### config.mk
export PLATFORM = sky130hd
export DESIGN_NAME = key_schedule_seq
export DESIGN_NICKNAME = d
export VERILOG_FILES = /design/src/rtl/aes_pkg.sv /design/src/rtl/key_sub_word.sv /design/src/rtl/key_schedule_seq.sv
export SDC_FILE = /design/constraint.sdc
export NUM_CORES = 2
export LEC_CHECK = 0
export CAP_MARGIN = 15
export CORE_AREA = 2 2 601 603
export CTS_CLUSTER_DIAMETER = 30
export DETAILED_ROUTE_END_ITERATION = 10
export DIE_AREA = 0 0 603 605
export PLACE_DENSITY_LB_ADDON = 0.08
export RECOVER_POWER = 25
export SLEW_MARGIN = 30
export SYNTH_ARGS = -nofsm -noshare
export SYNTH_HDL_FRONTEND = slang
export SYNTH_SLANG_ARGS = --single-unit
export TNS_END_PERCENT = 1
### constraint.sdc
create_clock -name clk -period 12.7 [get_ports clk]
set_clock_uncertainty 0.05 [all_clocks]
set_input_delay 2.54 -clock clk [delete_from_list [all_inputs] [get_ports clk]]
set_output_delay 2.54 -clock clk [all_outputs]
set_load 0.005 [all_outputs]
### src/rtl/aes_pkg.sv
// Shared AES key-schedule definitions: key-size derivation, round constants,
// controller state encoding and the forward S-box.
package aes_pkg;

    localparam int unsigned WORD_W    = 32;
    localparam logic [7:0]  RCON_INIT = 8'h01;
    localparam logic [7:0]  RCON_POLY = 8'h1B;

    typedef enum logic [1:0] {
        ST_IDLE,
        ST_EXPAND,
        ST_DONE
    } ks_state_e;

    function automatic int unsigned nk_of(input int unsigned x);
        return 4 + 2 * x;
    endfunction

    function automatic int unsigned nr_of(input int unsigned x);
        return 10 + 2 * x;
    endfunction

    function automatic logic [7:0] xtime(input logic [7:0] b);
        return {b[6:0], 1'b0} ^ (b[7] ? RCON_POLY : 8'h00);
    endfunction

    localparam logic [7:0] SBOX [256] = '{
        8'h63, 8'h7c, 8'h77, 8'h7b, 8'hf2, 8'h6b, 8'h6f, 8'hc5, 8'h30, 8'h01, 8'h67, 8'h2b, 8'hfe, 8'hd7, 8'hab, 8'h76,
        8'hca, 8'h82, 8'hc9, 8'h7d, 8'hfa, 8'h59, 8'h47, 8'hf0, 8'had, 8'hd4, 8'ha2, 8'haf, 8'h9c, 8'ha4, 8'h72, 8'hc0,
        8'hb7, 8'hfd, 8'h93, 8'h26, 8'h36, 8'h3f, 8'hf7, 8'hcc, 8'h34, 8'ha5, 8'he5, 8'hf1, 8'h71, 8'hd8, 8'h31, 8'h15,
        8'h04, 8'hc7, 8'h23, 8'hc3, 8'h18, 8'h96, 8'h05, 8'h9a, 8'h07, 8'h12, 8'h80, 8'he2, 8'heb, 8'h27, 8'hb2, 8'h75,
        8'h09, 8'h83, 8'h2c, 8'h1a, 8'h1b, 8'h6e, 8'h5a, 8'ha0, 8'h52, 8'h3b, 8'hd6, 8'hb3, 8'h29, 8'he3, 8'h2f, 8'h84,
        8'h53, 8'hd1, 8'h00, 8'hed, 8'h20, 8'hfc, 8'hb1, 8'h5b, 8'h6a, 8'hcb, 8'hbe, 8'h39, 8'h4a, 8'h4c, 8'h58, 8'hcf,
        8'hd0, 8'hef, 8'haa, 8'hfb, 8'h43, 8'h4d, 8'h33, 8'h85, 8'h45, 8'hf9, 8'h02, 8'h7f, 8'h50, 8'h3c, 8'h9f, 8'ha8,
        8'h51, 8'ha3, 8'h40, 8'h8f, 8'h92, 8'h9d, 8'h38, 8'hf5, 8'hbc, 8'hb6, 8'hda, 8'h21, 8'h10, 8'hff, 8'hf3, 8'hd2,
        8'hcd, 8'h0c, 8'h13, 8'hec, 8'h5f, 8'h97, 8'h44, 8'h17, 8'hc4, 8'ha7, 8'h7e, 8'h3d, 8'h64, 8'h5d, 8'h19, 8'h73,
        8'h60, 8'h81, 8'h4f, 8'hdc, 8'h22, 8'h2a, 8'h90, 8'h88, 8'h46, 8'hee, 8'hb8, 8'h14, 8'hde, 8'h5e, 8'h0b, 8'hdb,
        8'he0, 8'h32, 8'h3a, 8'h0a, 8'h49, 8'h06, 8'h24, 8'h5c, 8'hc2, 8'hd3, 8'hac, 8'h62, 8'h91, 8'h95, 8'he4, 8'h79,
        8'he7, 8'hc8, 8'h37, 8'h6d, 8'h8d, 8'hd5, 8'h4e, 8'ha9, 8'h6c, 8'h56, 8'hf4, 8'hea, 8'h65, 8'h7a, 8'hae, 8'h08,
        8'hba, 8'h78, 8'h25, 8'h2e, 8'h1c, 8'ha6, 8'hb4, 8'hc6, 8'he8, 8'hdd, 8'h74, 8'h1f, 8'h4b, 8'hbd, 8'h8b, 8'h8a,
        8'h70, 8'h3e, 8'hb5, 8'h66, 8'h48, 8'h03, 8'hf6, 8'h0e, 8'h61, 8'h35, 8'h57, 8'hb9, 8'h86, 8'hc1, 8'h1d, 8'h9e,
        8'he1, 8'hf8, 8'h98, 8'h11, 8'h69, 8'hd9, 8'h8e, 8'h94, 8'h9b, 8'h1e, 8'h87, 8'he9, 8'hce, 8'h55, 8'h28, 8'hdf,
        8'h8c, 8'ha1, 8'h89, 8'h0d, 8'hbf, 8'he6, 8'h42, 8'h68, 8'h41, 8'h99, 8'h2d, 8'h0f, 8'hb0, 8'h54, 8'hbb, 8'h16
    };

endpackage

### src/rtl/key_sub_word.sv
// SubWord: the AES S-box applied independently to each byte of a 32-bit word.
module key_sub_word
    import aes_pkg::*;
(
    input  logic [WORD_W-1:0] word_i,
    output logic [WORD_W-1:0] word_o
);

    always_comb begin
        word_o = '0;
        for (int unsigned b = 0; b < 4; b++) begin
            word_o[8*b +: 8] = SBOX[word_i[8*b +: 8]];
        end
    end

endmodule

### src/rtl/key_schedule_seq.sv
// Sequential AES-128/192/256 key expansion, one 32-bit schedule word per clock,
// holding the finished schedule with done asserted until the next start.
module key_schedule_seq
    import aes_pkg::*;
#(
    parameter int unsigned x = 0
) (
    input  logic                         clk,
    input  logic                         rst,
    input  logic                         start,
    input  logic [0:128+64*x-1]          key,
    output logic [0:128*(2*x+11)-1]      words,
    output logic                         busy,
    output logic                         done
);

    localparam int unsigned NK   = nk_of(x);
    localparam int unsigned NR   = nr_of(x);
    localparam int unsigned NW   = 4 * NR + 4;
    localparam int unsigned IW   = $clog2(NW);

    ks_state_e          state_q, state_d;
    logic [WORD_W-1:0]  w_q   [NW];
    logic [WORD_W-1:0]  w_d   [NW];
    logic [WORD_W-1:0]  win_q [NK];
    logic [WORD_W-1:0]  win_d [NK];
    logic [IW-1:0]      i_q, i_d;
    logic [2:0]         imod_q, imod_d;
    logic [7:0]         rcon_q, rcon_d;
    logic               busy_q, busy_d;
    logic               done_q, done_d;

    logic [WORD_W-1:0]  last_w, sub_in, sub_out, temp, new_w;

    // win_q[0] is w[i-Nk], win_q[NK-1] is w[i-1]
    assign last_w = win_q[NK-1];
    assign sub_in = (imod_q == 3'd0) ? {last_w[23:0], last_w[31:24]} : last_w;

    key_sub_word u_sub (
        .word_i (sub_in),
        .word_o (sub_out)
    );

    always_comb begin
        if (imod_q == 3'd0) begin
            temp = sub_out ^ {rcon_q, 24'h0};
        end else if (NK == 8 && imod_q == 3'd4) begin
            temp = sub_out;
        end else begin
            temp = last_w;
        end
        new_w = win_q[0] ^ temp;
    end

    always_comb begin
        state_d = state_q;
        w_d     = w_q;
        win_d   = win_q;
        i_d     = i_q;
        imod_d  = imod_q;
        rcon_d  = rcon_q;
        busy_d  = busy_q;
        done_d  = done_q;
        case (state_q)
            ST_IDLE, ST_DONE: begin
                if (start) begin
                    // words at index >= NK keep stale contents until rewritten
                    for (int unsigned j = 0; j < NK; j++) begin
                        w_d[j]   = key[32*j +: 32];
                        win_d[j] = key[32*j +: 32];
                    end
                    i_d     = IW'(NK);
                    imod_d  = '0;
                    rcon_d  = RCON_INIT;
                    busy_d  = 1'b1;
                    done_d  = 1'b0;
                    state_d = ST_EXPAND;
                end
            end
            ST_EXPAND: begin
                w_d[i_q] = new_w;
                for (int unsigned j = 0; j < NK - 1; j++) begin
                    win_d[j] = win_q[j+1];
                end
                win_d[NK-1] = new_w;
                i_d    = i_q + 1'b1;
                imod_d = (imod_q == 3'(NK - 1)) ? 3'd0 : imod_q + 3'd1;
                if (imod_q == 3'd0) begin
                    rcon_d = xtime(rcon_q);
                end
                if (i_q == IW'(NW - 1)) begin
                    busy_d  = 1'b0;
                    done_d  = 1'b1;
                    state_d = ST_DONE;
                end
            end
            default: state_d = ST_IDLE;
        endcase
    end

    always_ff @(posedge clk or negedge rst) begin
        if (!rst) begin
            state_q <= ST_IDLE;
            w_q     <= '{default: '0};
            win_q   <= '{default: '0};
            i_q     <= '0;
            imod_q  <= '0;
            rcon_q  <= '0;
            busy_q  <= 1'b0;
            done_q  <= 1'b0;
        end else begin
            state_q <= state_d;
            w_q     <= w_d;
            win_q   <= win_d;
            i_q     <= i_d;
            imod_q  <= imod_d;
            rcon_q  <= rcon_d;
            busy_q  <= busy_d;
            done_q  <= done_d;
        end
    end

    always_comb begin
        words = '0;
        for (int unsigned j = 0; j < NW; j++) begin
            words[32*j +: 32] = w_q[j];
        end
    end

    assign busy = busy_q;
    assign done = done_q;

endmodule

==> out/summary.txt <==
status: complete, but fails checks
failing checks: max-capacitance violations, max-slew violations
Final Slew Violations: 174
WL per Instance: 34.8 um
final instance area: 111000 sq um
worst reg-to-reg setup slack: 5.06 ns
core area: 358000 sq um
Hold Path Stages: 2
deepest clock path buffer count: 4
Hold Path Sink: win_q[77]
number of CTS-inserted buffers: 468
R2R cell count: 19
flops & latches, synth: 1557
Hold Startpoint: win_q[77]
Initial Utilization: 0.204
Final Hold Fails: 0
via count: 72.0k
Root Driver: clkbuf_16
DRC Markers: 0
RSZ-0062 raised after global routing: false
CP arrival: 9.82 ns
gr usage total: 0.269
input/output buffers: 1540
Cell Area, Synth: 73200 sq um
vias in the first global route: 71.0k
post-route ant nets: 0
DP Worst Slack: 4.98 ns
post-detail-place hpwl: 361000 um
cell area after placement: 94200 sq um
metal2 WL: 239000 um
wire length on met3: 39300 um
global-route wire length before repair: 680000 um
die height: 605 um
initial drt markers: 6651
FILL cells: 37.3k
Worst Slack Setup Final: 3.79 ns
Async SR Flop Fraction: 1.00
Final min period: 8.91 ns
terminus of the critical flop-to-flop path: words[854]
Hold Buf Count CTS: 0
Worst Setup Start Kind: primary input
Routed WL: 508000 um
Relative slew margins: -3.91
register area share after synthesis: 0.533
Finished Core Util: 0.310
die width: 603 um
CP max FO: 124
f_max: 112 MHz
num ports: 1541
EDFF count, synth: 0
Worst Setup End Kind: asynchronous set/reset pin
area of the die: 365000 sq um
Crit Path Category: in -> async
gpl congestion: 0.918
Hold WC Path Type: reg -> reg
FF-to-FF Start: imod_q[0]
Clock Sinks: 1557
Worst-Margin Slew: 7.36 ns
grt total ovfl: 0
H-tree depth: 5
number of core rows: 220
syn nets: 8113
Area Growth Syn to Fin: 51.6%
TritonCTS clock tree: done
M1 WL: 208000 um
Post-CTS Setup Bufs: 0
fraction of final layout cells with drive strength greater than 1: 0.134
top layer in use: met5
Setup-failing EPs final: 0
Synth Flop Type: dfrtp_1
setup tns final: 0 ns
Final period util: 0.702
Cells after Synth: 7929
post-cts sizing count: 0
initial antenna violation count: 70
Synth warnings: 0
Nets: 9613
largest net degree at the start of global routing: 143
DRT Pass-1 Iters: 6
worst skew pair latency: 1.00 ns
CP required: 13.61 ns
clock transition at the registers of the reported paths: 0.04 ns
crit path from: rst
Max-cap violations: 3
sequential cell area: 39000 sq um
Synth cell types: 107
area of the multi-input gates: 31400 sq um
vias per cell: 4.92
Mapped Avg Cell Area: 9.23 sq um
[stage by stage]
step / hold WS [ns] / std cells
2_1_floorplan: 0.389 / 7929
4_1_cts: 0.414 / 14587
3_5_place_dp: 0.406 / 13726
5_1_grt: 0.422 / 14615
6_report: 0.414 / 14628
3_3_place_gp: 0.400 / 13725
[how the worst max path moves through the flow]
stage / endpoint / slack, ns / cells past startpoint
detailed placement: words[467] / 4.98 / 19
global route: win_q[50] / 2.70 / 3
floorplan: words[1009] / 8.30 / 19
CTS: words[854] / 5.01 / 19
finish: win_q[114] / 3.79 / 3
global placement: words[1012] / 4.75 / 19
[flip-flops by register name, summed over array words and instances (netlist names)]
name	cells
win_q	96
rcon_q	8
words	1408
imod_q	3
last_w	32
i_q	6
state_q	2
done	1
busy	1
[logic make-up (layout without fill, tap and decap cells)]
family | Yosys count | count (layout) | share of synthesized area
AO/OA/AOI/OAI | 2877 | 2877 | 0.244
multiplexers | 118 | 118 | 0.0183
adder cells (fa/ha/maj) | 53 | 53 | 0.00906
buffers and inverters | 853 | 2744 | 0.0507
other | 0 | 35 | 0
XOR/XNOR | 44 | 44 | 0.00650
AND/OR/NAND/NOR | 2427 | 2427 | 0.139
flip-flops | 1557 | 1557 | 0.533
[cells in the mapped netlist (26+ instances only)]
master | count | area (sq um)
o31ai_2 | 41 | 513
a21o_1 | 29 | 218
nand3_1 | 91 | 455
a21oi_1 | 260 | 1300
and3_1 | 26 | 163
o221ai_1 | 41 | 359
mux2i_1 | 69 | 691
a311oi_1 | 40 | 350
nand2b_1 | 26 | 163
a221oi_1 | 39 | 342
o311ai_0 | 36 | 315
a211o_1 | 29 | 254
ha_1 | 53 | 663
mux2_2 | 30 | 338
buf_4 | 32 | 240
o22ai_1 | 26 | 163
and2_1 | 34 | 213
a31oi_1 | 73 | 457
a22oi_1 | 200 | 1500
nor3_1 | 71 | 355
o211ai_1 | 96 | 721
nor2_1 | 239 | 897
a2111oi_0 | 26 | 228
inv_1 | 47 | 176
clkbuf_1 | 548 | 2060
o21ai_0 | 1303 | 6520
o21ai_1 | 244 | 1220
buf_2 | 172 | 861
nand2_1 | 1779 | 6680
nor2b_1 | 32 | 200
dfrtp_1 | 1557 | 39000
a211oi_1 | 147 | 1100
[cells in the final DEF (no fill, tap or decap), types with 33 or more instances in the layout]
master	count
diode_2	35
buf_4	267
o21ai_0	1301
nand2_1	1735
a311oi_1	40
ha_1	53
a21oi_1	259
dfrtp_1	1557
o31ai_2	42
clkbuf_16	469
inv_1	47
o21ai_1	246
mux2i_1	62
nor3_1	66
o221ai_1	41
nand3_1	91
clkbuf_8	131
bufinv_16	49
nor2_1	232
clkbuf_1	92
a211oi_1	145
clkdlybuf4s50_1	1538
o211ai_1	96
o311ai_0	35
a221oi_1	39
and2_1	34
nand2_2	33
a22oi_1	200
a31oi_1	71
clkinv_2	90
[area by class of cell]
type                       instances  area share
clock inverter                   172      0.0242
sequential                      1557       0.351
clock buffer                     689       0.125
antenna                           35    0.000790
timing repair buffer            1827       0.160
multi-input combinational       5519       0.283
tap                             4773      0.0538
inverter                          56     0.00191
[layer usage]
metal,vias up,GRT usage
met2,3158,0.444
li1,31519,-
met1,36516,0.332
met4,20,0.106
met5,-,0
met3,791,0.0753
[critical path, cell delays in order]
cell,delay (ns)
clkbuf_1,5.01
buf_4,1.22
buf_12,0.48
Power is left out: the tool's default activity adds up to more than one toggle a clock period on the data nets, which glitch-free logic cannot reach.
